<file path="src/rtl/mux_2_1_tdm_sequencer.sv">
// Drives a 2:1 MUX from two parallel words: both streams go out LSB-first, interleaved stream 0 then stream 1.
// Optional trailing even-parity slot pair is enabled by defining MUX_2_1_TDM_PARITY_EN.
module mux_2_1_tdm_sequencer #(
    parameter int DATA_WIDTH  = 8,
    parameter int COUNT_WIDTH = 16
) (
    input  logic                   Clock_In,
    input  logic                   Reset_In,
    input  logic                   Load_Valid_In,
    output logic                   Load_Ready_Out,
    input  logic [DATA_WIDTH-1:0]  Word_0_In,
    input  logic [DATA_WIDTH-1:0]  Word_1_In,
    output logic                   Data_0_Out,
    output logic                   Data_1_Out,
    output logic                   Select_Out,
    output logic                   Enable_Out,
    output logic                   Busy_Out,
    output logic                   Frame_Done_Out,
    output logic [COUNT_WIDTH-1:0] Frame_Count_Out
);

    localparam int IDX_W = $clog2(DATA_WIDTH);
    localparam logic [IDX_W-1:0] LAST_IDX = IDX_W'(DATA_WIDTH - 1);

`ifdef MUX_2_1_TDM_PARITY_EN
    typedef enum logic [2:0] {IDLE, SLOT0, SLOT1, DONE, PAR0, PAR1} state_t;
`else
    typedef enum logic [1:0] {IDLE, SLOT0, SLOT1, DONE} state_t;
`endif

    state_t                 state_reg;
    logic [DATA_WIDTH-1:0]  sh0_reg;
    logic [DATA_WIDTH-1:0]  sh1_reg;
    logic [IDX_W-1:0]       idx_reg;
    logic                   ready_reg;
    logic                   data0_reg;
    logic                   data1_reg;
    logic                   sel_reg;
    logic                   en_reg;
    logic                   busy_reg;
    logic                   done_reg;
    logic [COUNT_WIDTH-1:0] count_reg;
`ifdef MUX_2_1_TDM_PARITY_EN
    logic                   par0_reg;
    logic                   par1_reg;
`endif

    // Outputs are registered one state ahead: each state's values are loaded on the edge that enters it.
    always_ff @(posedge Clock_In) begin
        if (Reset_In) begin
            state_reg <= IDLE;
            sh0_reg   <= '0;
            sh1_reg   <= '0;
            idx_reg   <= '0;
            ready_reg <= 1'b1;
            data0_reg <= 1'b0;
            data1_reg <= 1'b0;
            sel_reg   <= 1'b0;
            en_reg    <= 1'b0;
            busy_reg  <= 1'b0;
            done_reg  <= 1'b0;
            count_reg <= '0;
`ifdef MUX_2_1_TDM_PARITY_EN
            par0_reg  <= 1'b0;
            par1_reg  <= 1'b0;
`endif
        end else begin
            done_reg <= 1'b0;
            case (state_reg)
                IDLE: begin
                    if (Load_Valid_In && ready_reg) begin
                        sh0_reg   <= Word_0_In;
                        sh1_reg   <= Word_1_In;
                        idx_reg   <= '0;
                        data0_reg <= Word_0_In[0];
                        data1_reg <= Word_1_In[0];
                        sel_reg   <= 1'b0;
                        en_reg    <= 1'b1;
                        busy_reg  <= 1'b1;
                        ready_reg <= 1'b0;
`ifdef MUX_2_1_TDM_PARITY_EN
                        par0_reg  <= ^Word_0_In;
                        par1_reg  <= ^Word_1_In;
`endif
                        state_reg <= SLOT0;
                    end
                end
                SLOT0: begin
                    sel_reg   <= 1'b1;
                    state_reg <= SLOT1;
                end
                SLOT1: begin
                    sh0_reg <= sh0_reg >> 1;
                    sh1_reg <= sh1_reg >> 1;
                    idx_reg <= idx_reg + 1'b1;
                    sel_reg <= 1'b0;
                    if (idx_reg == LAST_IDX) begin
`ifdef MUX_2_1_TDM_PARITY_EN
                        data0_reg <= par0_reg;
                        data1_reg <= par1_reg;
                        state_reg <= PAR0;
`else
                        data0_reg <= 1'b0;
                        data1_reg <= 1'b0;
                        en_reg    <= 1'b0;
                        busy_reg  <= 1'b0;
                        done_reg  <= 1'b1;
                        count_reg <= count_reg + 1'b1;
                        state_reg <= DONE;
`endif
                    end else begin
                        // Next bit sits at [1] because the shift lands on this same edge.
                        data0_reg <= sh0_reg[1];
                        data1_reg <= sh1_reg[1];
                        state_reg <= SLOT0;
                    end
                end
`ifdef MUX_2_1_TDM_PARITY_EN
                PAR0: begin
                    sel_reg   <= 1'b1;
                    state_reg <= PAR1;
                end
                PAR1: begin
                    sel_reg   <= 1'b0;
                    data0_reg <= 1'b0;
                    data1_reg <= 1'b0;
                    en_reg    <= 1'b0;
                    busy_reg  <= 1'b0;
                    done_reg  <= 1'b1;
                    count_reg <= count_reg + 1'b1;
                    state_reg <= DONE;
                end
`endif
                DONE: begin
                    ready_reg <= 1'b1;
                    state_reg <= IDLE;
                end
                default: begin
                    state_reg <= IDLE;
                end
            endcase
        end
    end

    assign Load_Ready_Out  = ready_reg;
    assign Data_0_Out      = data0_reg;
    assign Data_1_Out      = data1_reg;
    assign Select_Out      = sel_reg;
    assign Enable_Out      = en_reg;
    assign Busy_Out        = busy_reg;
    assign Frame_Done_Out  = done_reg;
    assign Frame_Count_Out = count_reg;

endmodule

</file>
<file path="config.mk">
export PLATFORM = sky130hd
export DESIGN_NAME = mux_2_1_tdm_sequencer
export DESIGN_NICKNAME = d
export VERILOG_FILES = /design/src/rtl/mux_2_1_tdm_sequencer.sv
export SDC_FILE = /design/constraint.sdc
export NUM_CORES = 1
export LEC_CHECK = 0
export CAP_MARGIN = 20
export CORE_UTILIZATION = 52
export DETAILED_ROUTE_END_ITERATION = 10
export GPL_TIMING_DRIVEN = 1
export PLACE_DENSITY = 0.83
export SKIP_CTS_REPAIR_TIMING = 1
export SLEW_MARGIN = 20
export SYNTH_ARGS = -nofsm -noshare
export SYNTH_HDL_FRONTEND = slang
export SYNTH_SLANG_ARGS = --single-unit
</file>
<file path="constraint.sdc">
create_clock -name Clock_In -period 5 [get_ports Clock_In]
set_input_delay 1 -clock Clock_In [delete_from_list [all_inputs] [get_ports Clock_In]]
set_output_delay 1 -clock Clock_In [all_outputs]
set_load 0.01 [all_outputs]
</file>
==> results of run 1 <==
==> how the worst max path moves through the flow <==
stage / cells past startpoint / from / to / slack, ps
3_3_place_gp: 5 / Load_Valid_In / sh0_reg[1] / 2270
6_report: 5 / Load_Valid_In / sh1_reg[1] / 2550
4_1_cts: 5 / Load_Valid_In / sh1_reg[2] / 2580
3_5_place_dp: 5 / Load_Valid_In / sh0_reg[2] / 2210
5_1_grt: 5 / Load_Valid_In / sh0_reg[5] / 2330
2_1_floorplan: 5 / Load_Valid_In / sh0_reg[1] / 3120
==> cell families (layout without fill, tap and decap cells) <==
family	count (synthesis)	count (layout)
XOR/XNOR	10	10
buffers and inverters	16	51
AND/OR/NAND/NOR	98	98
adder cells (fa/ha/maj)	4	4
AO/OA/AOI/OAI	36	36
flip-flops	41	41
==> cell usage in the layout (no fill, tap or decap), types with 2 or more instances in the layout <==
master	n
clkbuf_4	5
nand4_1	6
clkdlybuf4s50_1	41
and3_1	3
a22oi_1	4
ha_1	4
o31ai_1	2
clkinv_2	2
and2_1	2
or2_2	2
or4_1	2
dfxtp_1	41
a21oi_1	11
nand2_1	29
xor2_1	10
a311oi_1	12
nand3_1	6
a211oi_1	4
or3_1	3
nor3b_1	3
o21ai_0	3
nor3_1	2
nor2_1	32
==> per-stage QoR <==
stage / util, % / setup slack [ps] / instance area (um^2)
4_1_cts: 71.0 / 2580 / 2220
6_report: 71.0 / 2550 / 2220
3_3_place_gp: 69.2 / 2270 / 2160
3_5_place_dp: 69.2 / 2210 / 2160
5_1_grt: 71.0 / 2330 / 2220
2_1_floorplan: - / 3120 / 1770
==> where the power goes <==
| group | switching (uW) | internal [uW] |
|---|---|---|
| combinational | 37.2 | 38.8 |
| clock | 107 | 53.1 |
| sequential | 10.3 | 344 |
| total | 154 | 436 |
==> synthesized netlist by cell type, drive strengths merged <==
| cell type | instances | share of area (%) |
|---|---|---|
| a21oi | 11 | 3.1 |
| buf | 8 | 2.9 |
| nand2b | 1 | 0.35 |
| a311oi | 12 | 5.9 |
| and4b | 1 | 0.57 |
| or2b | 1 | 0.42 |
| dfxtp | 41 | 46 |
| nor2b | 1 | 0.35 |
| nand3 | 6 | 1.7 |
| or3 | 3 | 1.1 |
| nor2 | 33 | 7.1 |
| and2 | 2 | 0.71 |
| or4 | 2 | 0.85 |
| inv | 1 | 0.21 |
| or2 | 2 | 0.71 |
| a211oi | 4 | 1.7 |
| nand2 | 30 | 6.5 |
| o21ai | 3 | 0.85 |
| a22oi | 4 | 1.7 |
| nand4 | 7 | 3.3 |
| o31ai | 2 | 0.85 |
| ha | 4 | 2.8 |
| nor3 | 2 | 0.57 |
| and4 | 1 | 0.50 |
| xor2 | 10 | 5.0 |
| clkbuf | 7 | 1.5 |
| and3 | 3 | 1.1 |
| nor3b | 3 | 1.3 |
==> per-layer routing <==
| layer | wire [um] | track usage [%] |
|---|---|---|
| met1 | 1630 | 28.8 |
| met2 | 1610 | 30.8 |
| met5 | 0 | 0 |
| met3 | 148 | 5.12 |
| met4 | 44 | 6.98 |
==> critical path: cells and delay by family <==
kind,cells,cell delay [ps]
compound gates,2,370
buf+inv,1,490
simple gates,2,830
==> area by class of cell <==
class / instances / area, um^2 / share of cell area (%)
multi-input combinational: 148 / 870 / 39.1
sequential: 41 / 821 / 36.9
timing repair buffer: 42 / 418 / 18.8
tap: 44 / 55.1 / 2.48
clock buffer: 5 / 37.5 / 1.69
clock inverter: 3 / 17.5 / 0.788
inverter: 1 / 3.75 / 0.169
==> flow_metrics.py, run 1 <==
metrics = {
    "power": {
        "ir_worst_vdd_v": 0.000182,
        "powerDensity_mw_per_mm2": 266,
        "cellLeakagePower_uw": 0.000823,
        "p_total_uw": 590,
    },
    "floorplanning": {
        "io_pins": 42,
        "die-area_mm2": 0.00364,
        "fp.coreArea_mm2": 0.00313,
        "die_x_um": 60.3,
        "start_util_pct": 56.6,
        "die_h_um": 60.3,
        "num_rows": 20,
    },
    "min_path": {
        "hp-class": "register to register",
        "worstHoldPathCells": 2,
        "hold_path.startpoint": "Select_Out",
        "min_to": "Select_Out",
    },
    "cts": {
        "cts-root-buf": "clkbuf_4",
        "cts_buffers": 5,
        "cts.sink_count": 41,
        "htree_levels": 2,
        "clkLatencyLatePin_ps": 350,
        "clock_path_buffers": 2,
        "cts_tree": "done",
        "path_clk_slew_ps": 110,
    },
    "timing": {
        "finalSetupTns_ps": 0,
        "tightestPinTransition_ps": 988,
        "fmax_mhz": 409,
        "slew_viol_final": 0,
        "grt_setup_unrepaired": "no",
        "setup_viol": 0,
        "relSlewSlack_pct": 34.1,
        "fin_crit_ps": 2450,
        "hold-worst-slack_ps": 473,
        "hold_viol": 0,
        "fin_crit_sh_pct": 48.9,
        "finalClockSkew_ps": 16.2,
    },
    "setup_path": {
        "slowest_stage": "nor2_2",
        "crit_arrival_ps": 2700,
        "crit_path_start_kind": "input port",
        "critical_path_class": "input port to register",
        "cp-end-kind": "register",
        "reg2reg_to": "Frame_Count_Out[15]",
        "r2r_slack_ps": 2920,
        "cp_cell_sequence": "clkdlybuf4s50_1, a21oi_1, nor2_2, nor2_1, a311oi_1",
        "r2r_start": "idx_reg[0]",
        "cp.required_ps": 5250,
        "r2r_cells": 6,
        "worstPathMaxFanout": 28,
        "max_stage_delay_ps": 750,
    },
    "yosys": {
        "syn_area_per_cell_um2": 8.63,
        "synth_mux_area_share_pct": 0,
        "synth_seq_area_share_pct": 46.4,
        "synth_cell_types": 33,
        "synth_top_family_by_area": "simple AND/OR/NAND/NOR gates",
        "synthSimpleGateAreaFrac_pct": 27.1,
        "synth-compound-area-share_pct": 14.1,
        "synth_area_mm2": 0.00177,
        "synthAdderAreaFrac_pct": 2.83,
        "synth-seq-cells": 41,
        "postSynthCellCount": 205,
        "syn-num-nets": 228,
        "synth_warnings": 0,
        "synth_xor_area_share_pct": 4.95,
    },
    "final_layout": {
        "final_layout_size_suffix_gt1_share_pct": 6.25,
        "areaGrowthSynthToFinish_pct": 25.6,
        "fillCellCount": 262,
        "nets": 262,
        "instances_no_fill": 284,
        "antennaDiodeCount": 0,
        "largest_reg_flops": 16,
    },
    "placement": {
        "io_buffers": 41,
        "dp_cells": 276,
        "dp_hpwl_um": 2390,
        "gp_congestion": 0.714,
    },
    "detailed_routing": {
        "ant_nets": 0,
        "dr.first_iter.drc_count": 101,
        "post_drt_wl_per_cell_um": 12.1,
        "first_pass_iters": 4,
        "via_per_inst": 5.36,
        "vias": 1523,
        "remaining_drc_errors": 0,
        "wirelength_um": 3430,
    },
    "grt": {
        "grt_pass1_vias": 1243,
        "grt_max_degree": 42,
        "grt_overflow_total": 0,
        "grt_pass1_wl_um": 5550,
        "grt_usage_pct": 20.5,
        "antenna_found_initial": 0,
    },
    "run": {
        "cap_viol_max_count": 0,
    },
    "outcome": {
        "run_status": "finished clean",
    },
}
Note: power is estimated with default switching activity, not from simulation.
==> run 2, diff against run 1 <==
--- a/config.mk
+++ b/config.mk
@@ -6,10 +6,10 @@
 export NUM_CORES = 1
 export LEC_CHECK = 0
 export CAP_MARGIN = 20
-export CORE_UTILIZATION = 52
+export CORE_UTILIZATION = 49
 export DETAILED_ROUTE_END_ITERATION = 10
 export GPL_TIMING_DRIVEN = 1
-export PLACE_DENSITY = 0.83
+export PLACE_DENSITY = 0.79
 export SKIP_CTS_REPAIR_TIMING = 1
 export SLEW_MARGIN = 20
 export SYNTH_ARGS = -nofsm -noshare
==> constraint.sdc (replaced) <==
create_clock -name Clock_In -period 2.5 [get_ports Clock_In]
set_input_delay 0.5 -clock Clock_In [delete_from_list [all_inputs] [get_ports Clock_In]]
set_output_delay 0.5 -clock Clock_In [all_outputs]
set_load 0.01 [all_outputs]
==> flow_metrics.py, run 2 (synthesis gave the netlist of run 1 again) <==
metrics = {
    "min_path": {
        "hold_path.startpoint": "Select_Out",
        "hp-class": "register to register",
    },
    "detailed_routing": {
        "ant_nets": 0,
        "first_pass_iters": 4,
        "vias": 1569,
        "via_per_inst": 5.45,
        "remaining_drc_errors": 0,
        "wirelength_um": 3780,
        "dr.first_iter.drc_count": 100,
        "post_drt_wl_per_cell_um": 13.1,
    },
    "floorplanning": {
        "io_pins": 42,
        "die_h_um": 62.1,
        "fp.coreArea_mm2": 0.00339,
        "start_util_pct": 52.2,
        "die_x_um": 62.1,
        "num_rows": 21,
        "die-area_mm2": 0.00386,
    },
    "outcome": {
        "run_status": "finished clean",
    },
    "grt": {
        "antenna_found_initial": 0,
        "grt_overflow_total": 0,
        "grt_usage_pct": 21.4,
        "use_met2_pct": 32.5,
        "grtUsageMet3_pct": 6.42,
        "grt_pass1_vias": 1348,
        "busiest_layer": "met2",
        "grt_pass1_wl_um": 5910,
        "grt_max_degree": 34,
        "met1_usage_pct": 28.4,
    },
    "placement": {
        "place_ws_ps": 431,
        "io_buffers": 41,
        "dp_hpwl_um": 2630,
        "gp_congestion": 0.735,
    },
    "run": {
        "cap_viol_max_count": 0,
    },
    "final_layout": {
        "final_layout_size_suffix_gt1_share_pct": 6.20,
        "largest_reg_flops": 16,
        "nets": 264,
        "antennaDiodeCount": 0,
        "layout_common_cells": "dfxtp_1, clkdlybuf4s50_1, nor2_1, nand2_1, a311oi_1",
        "areaGrowthSynthToFinish_pct": 29.6,
    },
    "cts": {
        "cts.sink_count": 41,
        "htree_levels": 2,
        "cts_tree": "done",
        "clock_path_buffers": 2,
        "cts-root-buf": "clkbuf_4",
        "path_clk_slew_ps": 120,
        "clkLatencyLatePin_ps": 360,
        "cts_buffers": 5,
    },
    "timing": {
        "finalSetupTns_ps": 0,
        "fin_crit_ps": 2140,
        "slew_viol_final": 0,
        "finalClockSkew_ps": 12.3,
        "grt_setup_unrepaired": "no",
        "fin_crit_sh_pct": 85.6,
        "setup_viol": 0,
        "relSlewSlack_pct": 58.8,
        "tightestPinTransition_ps": 617,
        "fmax_mhz": 468,
        "hold_viol": 0,
        "fin_ws_ps": 361,
    },
    "setup_path": {
        "reg2reg_to": "Frame_Count_Out[15]",
        "crit_start": "idx_reg[0]",
        "crit_path_end": "Frame_Count_Out[15]",
        "cp.required_ps": 2800,
        "cp-end-kind": "register",
        "r2r_slack_ps": 360,
        "worstPathMaxFanout": 11,
        "r2r_cells": 6,
        "crit_path_start_kind": "register",
        "crit_arrival_ps": 2440,
        "r2r_start": "idx_reg[0]",
        "critical_path_class": "register to register",
    },
    "power": {
        "ir_worst_vdd_v": 0.000361,
        "powerDensity_mw_per_mm2": 580,
        "p_total_uw": 1330,
        "cellLeakagePower_uw": 0.000857,
    },
}
## run 2: changes by cell type in the layout (fill, tap and decap cells not counted), sizes merged
cell | previous run | this run
clkinvlp | 1 | 0
clkbuf | 5 | 7
bufinv | 0 | 1
clkinv | 2 | 0
buf | 1 | 3
## run 2: area by class of cell
type / count / area [um^2]
clock buffer: 7 / 55.1
clock inverter: 1 / 30.0
fill: 278 / 1100
inverter: 1 / 3.75
multi-input combinational: 148 / 867
sequential: 41 / 821
tap: 46 / 57.6
timing repair buffer: 44 / 458
## run 2: worst min-delay path by stage
stage | endpoint | slack, ps | cells after the start
after floorplan | idx_reg[0] | 440 | 1
after global placement | Select_Out | 450 | 2
after detailed placement | Select_Out | 450 | 2
after CTS | Select_Out | 470 | 2
after global routing | Select_Out | 500 | 2
final | Select_Out | 470 | 2
## run 2: worst max-delay path, stage by stage, from the launching register on
cell     delay [ps]
dfxtp_1         380
ha_1            190
ha_1            230
and4b_1         480
nand3_1         220
or4_1           430
a21oi_1         140
## run 2: per-layer routing
layer | wire, um | part of all wire, %
met1 | 1840 | 49
met2 | 1750 | 46
met3 | 146 | 3.9
met4 | 49 | 1.3
met5 | 0 | 0
## run 2: through the flow
stage	hold WS (ps)	util (%)	std cells	area (um^2)
2_1_floorplan	444	-	205	1770
5_1_grt	502	67.6	288	2290
3_5_place_dp	453	65.1	280	2210
3_3_place_gp	447	65.1	280	2210
4_1_cts	471	67.6	288	2290
6_report	467	67.6	288	2290
## run 2: power by group
group          switching, uW  internal [uW]
Combinational           79.2           86.9
Clock                    214            239
Sequential              23.1            688
Total                    316           1010
